`src/rtl/hmc_pkg.sv`:
```
// Shared hmc-6502 types and constants.
// Branch sequencer state encoding and reset vector.
package hmc_pkg;

  typedef enum logic [1:0] {
    IDLE,
    ADD_LO,
    FIX_HI
  } bseq_state_t;

  localparam logic [15:0] DEFAULT_RESET_PC = 16'hFFFC;

endpackage

```
`src/rtl/branch_pc_seq_if.sv`:
```
// PC sequencer control/status bundle.
// The master drives the controls; the slave is the sequencer.
interface branch_pc_seq_if;

  logic        pc_load;
  logic [15:0] pc_load_val;
  logic        pc_inc;
  logic        start;
  logic [7:0]  p;
  logic [7:0]  op_flags;
  logic        branch_polarity;
  logic [7:0]  offset;
  logic [15:0] pc;
  logic        busy;
  logic        taken;
  logic        page_cross;
  logic        done;

  modport master (
    output pc_load, pc_load_val, pc_inc, start,
    output p, op_flags, branch_polarity, offset,
    input  pc, busy, taken, page_cross, done
  );

  modport slave (
    input  pc_load, pc_load_val, pc_inc, start,
    input  p, op_flags, branch_polarity, offset,
    output pc, busy, taken, page_cross, done
  );

endinterface

```
`src/rtl/adderc.sv`:
```
// Generic W-bit adder with carry in and carry out.
module adderc #(
  parameter int W = 8
) (
  input  logic [W-1:0] i_a,
  input  logic [W-1:0] i_b,
  input  logic         i_cin,
  output logic [W-1:0] o_s,
  output logic         o_cout
);

  logic [W:0] w_sum;

  assign w_sum  = {1'b0, i_a} + {1'b0, i_b}
                + {{W{1'b0}}, i_cin};
  assign o_s    = w_sum[W-1:0];
  assign o_cout = w_sum[W];

endmodule

```
`src/rtl/inc.sv`:
```
// Generic W-bit incrementer, wraps to zero.
module inc #(
  parameter int W = 16
) (
  input  logic [W-1:0] i_a,
  output logic [W-1:0] o_y
);

  assign o_y = i_a + W'(1);

endmodule

```
`src/rtl/branch_pc_seq.sv`:
```
// Program-counter sequencer with 6502 relative-branch timing.
// Low byte fixed first; high byte fixed a cycle later on page cross.
module branch_pc_seq
  import hmc_pkg::*;
#(
  parameter logic [15:0] RESET_PC = DEFAULT_RESET_PC
) (
  input  logic              clk,
  input  logic              reset,
  branch_pc_seq_if.slave    bus
);

  bseq_state_t r_state, w_nstate;

  logic [15:0] r_pc, w_npc;
  logic [7:0]  r_off, w_noff;
  logic        r_taken, w_ntaken;
  logic        r_pcx, w_npcx;
  logic        r_done, w_ndone;

  logic [7:0]  w_lo_sum;
  logic        w_lo_c;
  logic [15:0] w_pc_inc;
  logic [7:0]  w_hi_k;
  logic [7:0]  w_hi_fix;
  logic        w_cond;
  logic        w_cross;

  adderc #(.W(8)) u_lo_add (
    .i_a    (r_pc[7:0]),
    .i_b    (r_off),
    .i_cin  (1'b0),
    .o_s    (w_lo_sum),
    .o_cout (w_lo_c)
  );

  inc #(.W(16)) u_pc_inc (
    .i_a (r_pc),
    .o_y (w_pc_inc)
  );

  // Sign of the offset picks +1 or -1 for the high byte
  assign w_hi_k   = r_off[7] ? 8'hFF : 8'h01;
  assign w_hi_fix = r_pc[15:8] + w_hi_k;

  assign w_cond  = bus.branch_polarity
                 ^ (|(bus.op_flags & bus.p));
  assign w_cross = w_lo_c ^ r_off[7];

  always_comb begin
    w_nstate = r_state;
    w_npc    = r_pc;
    w_noff   = r_off;
    w_ntaken = r_taken;
    w_npcx   = r_pcx;
    w_ndone  = 1'b0;
    unique case (r_state)
      IDLE: begin
        if (bus.pc_load) begin
          w_npc = bus.pc_load_val;
        end else if (bus.start) begin
          w_noff   = bus.offset;
          w_ntaken = w_cond;
          w_npcx   = 1'b0;
          if (w_cond) w_nstate = ADD_LO;
          else        w_ndone  = 1'b1;
        end else if (bus.pc_inc) begin
          w_npc = w_pc_inc;
        end
      end
      ADD_LO: begin
        w_npc  = {r_pc[15:8], w_lo_sum};
        w_npcx = w_cross;
        if (w_cross) begin
          w_nstate = FIX_HI;
        end else begin
          w_nstate = IDLE;
          w_ndone  = 1'b1;
        end
      end
      FIX_HI: begin
        w_npc    = {w_hi_fix, r_pc[7:0]};
        w_nstate = IDLE;
        w_ndone  = 1'b1;
      end
      default: w_nstate = IDLE;
    endcase
  end

  always_ff @(posedge clk) begin
    if (reset) begin
      r_state <= IDLE;
      r_pc    <= RESET_PC;
      r_off   <= 8'h00;
      r_taken <= 1'b0;
      r_pcx   <= 1'b0;
      r_done  <= 1'b0;
    end else begin
      r_state <= w_nstate;
      r_pc    <= w_npc;
      r_off   <= w_noff;
      r_taken <= w_ntaken;
      r_pcx   <= w_npcx;
      r_done  <= w_ndone;
    end
  end

  assign bus.pc         = r_pc;
  assign bus.busy       = (r_state != IDLE);
  assign bus.taken      = r_taken;
  assign bus.page_cross = r_pcx;
  assign bus.done       = r_done;

endmodule

```
`src/flat_wrapper.sv`:
```
// flat-port wrapper written by rule: the top's interface ports become plain ports
module branch_pc_seq_flat import hmc_pkg::*;
#(
  parameter logic [15:0] RESET_PC = DEFAULT_RESET_PC
)
  (clk, reset, bus_pc_load, bus_pc_load_val, bus_pc_inc, bus_start, bus_p, bus_op_flags, bus_branch_polarity, bus_offset, bus_pc, bus_busy, bus_taken, bus_page_cross, bus_done);
  branch_pc_seq_if bus_i ();
  input  logic clk;
  input  logic reset;
  input wire logic [$bits(bus_i.pc_load)-1:0] bus_pc_load;
  input wire logic [$bits(bus_i.pc_load_val)-1:0] bus_pc_load_val;
  input wire logic [$bits(bus_i.pc_inc)-1:0] bus_pc_inc;
  input wire logic [$bits(bus_i.start)-1:0] bus_start;
  input wire logic [$bits(bus_i.p)-1:0] bus_p;
  input wire logic [$bits(bus_i.op_flags)-1:0] bus_op_flags;
  input wire logic [$bits(bus_i.branch_polarity)-1:0] bus_branch_polarity;
  input wire logic [$bits(bus_i.offset)-1:0] bus_offset;
  output wire logic [$bits(bus_i.pc)-1:0] bus_pc;
  output wire logic [$bits(bus_i.busy)-1:0] bus_busy;
  output wire logic [$bits(bus_i.taken)-1:0] bus_taken;
  output wire logic [$bits(bus_i.page_cross)-1:0] bus_page_cross;
  output wire logic [$bits(bus_i.done)-1:0] bus_done;
  assign bus_i.pc_load = bus_pc_load;
  assign bus_i.pc_load_val = bus_pc_load_val;
  assign bus_i.pc_inc = bus_pc_inc;
  assign bus_i.start = bus_start;
  assign bus_i.p = bus_p;
  assign bus_i.op_flags = bus_op_flags;
  assign bus_i.branch_polarity = bus_branch_polarity;
  assign bus_i.offset = bus_offset;
  assign bus_pc = bus_i.pc;
  assign bus_busy = bus_i.busy;
  assign bus_taken = bus_i.taken;
  assign bus_page_cross = bus_i.page_cross;
  assign bus_done = bus_i.done;
  branch_pc_seq #(.RESET_PC(RESET_PC)) u_core (.clk(clk), .reset(reset), .bus(bus_i));
endmodule
```
`config.mk`:
```
export PLATFORM = sky130hd
export DESIGN_NAME = branch_pc_seq_flat
export DESIGN_NICKNAME = d
export VERILOG_FILES = /design/src/rtl/hmc_pkg.sv /design/src/rtl/branch_pc_seq_if.sv /design/src/rtl/adderc.sv /design/src/rtl/inc.sv /design/src/rtl/branch_pc_seq.sv /design/src/flat_wrapper.sv
export SDC_FILE = /design/constraint.sdc
export NUM_CORES = 1
export LEC_CHECK = 0
export BUFFER_PORTS_ARGS = -buffer_cell sky130_fd_sc_hd__buf_4
export CORE_ASPECT_RATIO = 0.6
export CORE_MARGIN = 5
export CORE_UTILIZATION = 35
export CTS_BUF_LIST = sky130_fd_sc_hd__clkbuf_4 sky130_fd_sc_hd__clkbuf_8
export DETAILED_ROUTE_END_ITERATION = 8
export PLACE_DENSITY_LB_ADDON = 0.08
export SLEW_MARGIN = 0
export SYNTH_ARGS = -nofsm -noshare
export SYNTH_HDL_FRONTEND = slang
export SYNTH_HIERARCHICAL = 1
export SYNTH_SLANG_ARGS = --single-unit
```
`constraint.sdc`:
```
create_clock -name clk -period 2.5 [get_ports clk]
set_clock_uncertainty 0.05 [all_clocks]
set_input_delay 0.125 -clock clk [delete_from_list [all_inputs] [get_ports clk]]
set_output_delay 0.125 -clock clk [all_outputs]
set_load 0.01 [all_outputs]
```
# Word-level counts from Yosys, hierarchy flattened
# Cells that the tools add are included.
[word_totals]
register_bits = 29
output_inout_bits = 20
elab_cells = 51
[op_classes]
add_sub_neg = 3
n_eq_ne = 7
n_mux = 18
bitwise_logic = 6
reduce_logical = 10
[op_table]
columns = ["operator", "n"]
rows = [
  ["$mux W16", 3],
  ["$pmux W16 S3", 1],
  ["$add A16 B1 Y16 const B", 1],
  ["$add A8 B8 Y9", 1],
  ["$reduce_and A3 Y1", 3],
  ["$add A8 B8 Y8", 1],
  ["$and A8 B8 Y8", 1],
  ["$mux W2", 4],
  ["$mux W8", 1],
  ["$reduce_and A4 Y1", 2],
  ["$reduce_or A8 Y1", 1],
  ["$mux W1", 6],
  ["$ne A3 B3 Y1 const B", 2],
  ["$reduce_bool A2 Y1", 3],
  ["$ne A2 B2 Y1 const B", 2],
  ["$pmux W2 S2", 1],
  ["$not A1 Y1", 3],
  ["$pmux W1 S3", 1],
  ["$eq A2 B1 Y1 const B", 1],
  ["$eq A2 B2 Y1 const B", 1],
  ["$logic_not A2 Y1", 1],
  ["$ne A2 B1 Y1 const B", 1],
  ["$pmux W1 S2", 1],
  ["$xor A1 B1 Y1", 2],
]

# Longest topological paths before layout
[depth]
word_depth = 7
depth_mapped = 11

# Hierarchy
# Netlist, hierarchy kept.
[modules_own_cells]
columns = ["module", "n_inst", "cells_each", "area_per_inst_um2", "seq_area_each_um2"]
rows = [
  ["branch_pc_seq", 1, 216, 1775.5, 580.6],
  ["adderc", 1, 42, 331.6, 0.0],
  ["inc", 1, 43, 297.8, 0.0],
]

# Worst setup path after synthesis
# No wires, ideal clock.
[synth_timing]
path_kind = "register -> register"
startpoint = "register u_core.r_pc[0], in the netlist u_core/bus.pc[0]"
endpoint = "register u_core.r_pcx, in the netlist u_core/bus.page_cross"
arrival_time_ps = 2335
t_required_ps = 2322
path_slack_ps = -13
stages_incl_launch_ff = 12
path_buffers = 0
period_less_slack_ps = 2513
cell_sequence = "dfxtp_1 -> fa_1 -> fa_1 -> a21oi_1 -> nor2_1 -> nor2_1 -> o21ai_0 -> xor2_1 -> nand2_1 -> a21oi_1 -> a311oi_1 -> nor2_1"
[synth_via]
elab_chain_cells = 3
[synth_lines]
columns = ["item", "line", "rtl"]
rows = [
  ["start, declared", "branch_pc_seq.sv:15", "logic [15:0] r_pc, w_npc;"],
  ["start signal, assigned", "branch_pc_seq.sv:100", "r_pc <= w_npc;"],
  ["$add A8 B8 Y9", "adderc.sv:14", "assign w_sum = {1'b0, i_a} + {1'b0, i_b}"],
  ["named net u_core.w_lo_c", "branch_pc_seq.sv:22", "logic w_lo_c;"],
  ["$xor A1 B1 Y1", "branch_pc_seq.sv:48", "assign w_cross = w_lo_c ^ r_off[7];"],
  ["$pmux W1 S2", "branch_pc_seq.sv:57", "unique case (r_state)"],
  ["end signal, assigned", "branch_pc_seq.sv:103", "r_pcx <= w_npcx;"],
  ["end, declared", "branch_pc_seq.sv:18", "logic r_pcx, w_npcx;"],
]
# The timed path passes the listed nets, and every way through them passes these cells.
# A chain may end at the register's enable or synchronous reset.

# Final worst setup path
# Same ends and word-level chain as after synthesis.

==> summary.txt <==
CP Class: reg -> reg
synth top area cells: dfxtp_1, ha_1, mux2i_1
Net Sw Frac: 0.357
startpoint types: flop
clock buffer depth: 2
Hold Fails Final Rpt: 0
Pint: 1200 uW
Via density: 5.20
ys async rst share: 0
clk slew on worst S/H paths: 0.08 ns
commonest non-fill, non-tap cells in the layout: buf_4, nand2_1, dfxtp_1
actual slew at the worst max-slew pin: 0.663 ns
post-detailed-route wirelength per cell: 15.8 um
Final Slew Violations: 0
DP Wirelength: 5.62 mm
Avg Cell Area, Syn: 7.99 um^2
Psw: 667 uW
Max Clk Rate: 417 MHz
antenna-violating nets left: 0
WHS Path Cells: 3
DR iter-0 viols: 128
peak supply drop: 0.246 mV
CTS tree: yes
Crit-path slowest cell: fa_2
endpoints failing setup: 0
# rows: 23
layout cell share with drive strength beyond 1: 0.276
CP Max Fanout: 3
Power Dens Cells: 579 nW/um^2
final instance area: 3230 um^2
drt first pass iters: 4
Overflow after GRT: 0
Final Util: 0.484
Die Ht: 74.2 um
ys flop type: dfxtp_1
Antenna Cells: 0
drt drc: 0
P_leak: 0.00147 uW
endpoint class of the critical path: flop
vias in the first global route: 2242
All-Layer GR Usage: 0.172
clock network power share: 0.289
later-pin clock latency in the skew report: 0.29 ns
# IOs: 66
Port Buffers: 65
total die area: 8680 um^2
NumNets Final: 447
Post-Syn Instances: 301
worst stage delay on the critical path: 0.40 ns
sequential area share after synthesis: 0.241
combinational group share of total power: 0.403
gpl congestion: 0.827
Worst path most repeated cell: nor2_1
status: finished clean
Placement Cell Area: 3080 um^2
initial antenna violation count: 0
post-layout minimum cycle time: 2.40 ns
syn_nets: 368
Setup TNS: 0 ns
sequential share of power: 0.309
DIE WIDTH: 117 um
Post-synth EDFFs: 0
Total Power: 1870 uW
H-tree Lvls: 2
post-synth top area cell: dfxtp_1
first-pass GRT wire length: 11.6 mm
Yosys cell types: 47
top cell type's share of synthesized area: 0.241
yosys warns: 6
Yosys reg bits: 29
# clock sinks: 29
most common cell after layout, fill and taps aside: buf_4
Root Buffer: clkbuf_8
CP required: 2.68 ns
FF-to-FF setup slack: 0.10 ns
CP Data Arrival Time: 2.58 ns
Post-Route WL: 7.38 mm
pin count of the biggest net entering global routing: 20
final period utilization: 0.960
Core Area: 6680 um^2
Starting Density: 0.360
CTS Buf Count: 5
Max-Cap Viols: 0
synthesized area: 2400 um^2
Syn-to-layout area delta: 34.3%
Slew headroom: 0.555
Hold WC Path Type: in -> reg
crit-path cells: fa_2 > fa_2 > a21oi_2 > nor2_1 > nor2_1 > o21ai_1 > xor2_1 > nand2_1 > a21oi_2 > a311oi_2 > nor2_1
R2R depth: 11
total number of vias: 2432
==> layout make-up <==
type	count	area, um^2
clock inverter	2	37.5
multi-input combinational	249	1750
timing repair buffer	83	623
tap	87	109
inverter	12	45.0
clock buffer	6	82.6
sequential	29	582
fill	684	3450
==> power groups by stage <==
stage / clock, uW / sequential [uW] / combinational, uW
finish: 539 / 577 / 753
CTS: 543 / 578 / 734
detailed placement: 0 / 588 / 727
global placement: 0 / 587 / 724
global route: 567 / 588 / 831
floorplan: 0 / 602 / 452
==> critical path: cells and delay by family (launching register included) <==
kind	cells	cell delay, ns
AND/OR/NAND/NOR	4	0.42
flip-flops	1	0.34
AO/OA/AOI/OAI	4	0.49
XOR/XNOR	1	0.28
adder cells (fa/ha/maj)	2	0.76
==> stage by stage <==
stage	cells	hold WS [ns]	setup slack, ns
finish	468	0.0273	0.100
global route	468	0.0312	-0.0373
CTS	466	0.0226	0.00971
detailed placement	458	0.333	-0.0400
global placement	458	0.324	0.0419
floorplan	301	0.211	0.0366
==> final timing paths <==
check,startpoint,endpoint
worst min register to register,u_core/r_off[0]$_SDFFE_PP0P_,u_core/r_off[0]$_SDFFE_PP0P_
worst max register to register,u_core/bus.pc[0]$_SDFFE_PP0P_,u_core/bus.page_cross$_SDFFE_PP0P_
worst min-delay path,bus_offset[2],u_core/r_off[2]$_SDFFE_PP0P_
worst max-delay path,u_core/bus.pc[0]$_SDFFE_PP0P_,u_core/bus.page_cross$_SDFFE_PP0P_
==> per-layer routing <==
metal / part of all wire / wire [um] / track usage
met1: 0.54 / 4020 / 0.269
met2: 0.38 / 2790 / 0.238
met3: 0.074 / 546 / 0.0447
met4: 0.0028 / 21 / 0.0229
met5: 0 / 0 / 0
==> state kept, by name, indices dropped and copies added (netlist names) <==
signal and flops:
u_core/bus.page_cross 1, u_core/bus.taken 1, u_core/bus.pc 16, u_core/bus.done 1, u_core/r_off 8, u_core/r_state 2
==> timing repair <==
item / CTS / global route
pin swaps: 0 / 4
gates resized for setup: 2 / 4
endpoints found under the setup margin: 1 / 3
buffers inserted: 0 / 2
hold buffers: 0 / 0
==> cells in the mapped netlist, types with 4 or more instances <==
cell / number
a21o_1: 4
xnor2_1: 11
buf_2: 5
nand3_1: 6
a21oi_1: 25
nor4_1: 4
nor3_1: 10
o21ai_0: 9
nor2b_1: 6
dfxtp_1: 29
ha_1: 18
clkbuf_1: 5
nor2_1: 24
inv_1: 11
xor2_1: 16
mux2i_1: 22
nand4_1: 4
o211ai_1: 8
nand2_1: 41
a211oi_1: 4
a22oi_1: 4
==> kinds of logic after synthesis <==
| kind of cell | after synthesis | share of synthesized area |
|---|---|---|
| and+or+nand+nor | 105 | 0.208 |
| AOI/OAI and AO/OA | 73 | 0.202 |
| DFF | 29 | 0.241 |
| xor gates and xnor gates | 27 | 0.0983 |
| buffers and inverters | 23 | 0.0385 |
| muxes | 22 | 0.0916 |
| adders and majority gates | 21 | 0.119 |
| other | 1 | 0.00156 |
(Power assumes the default switching activity.)
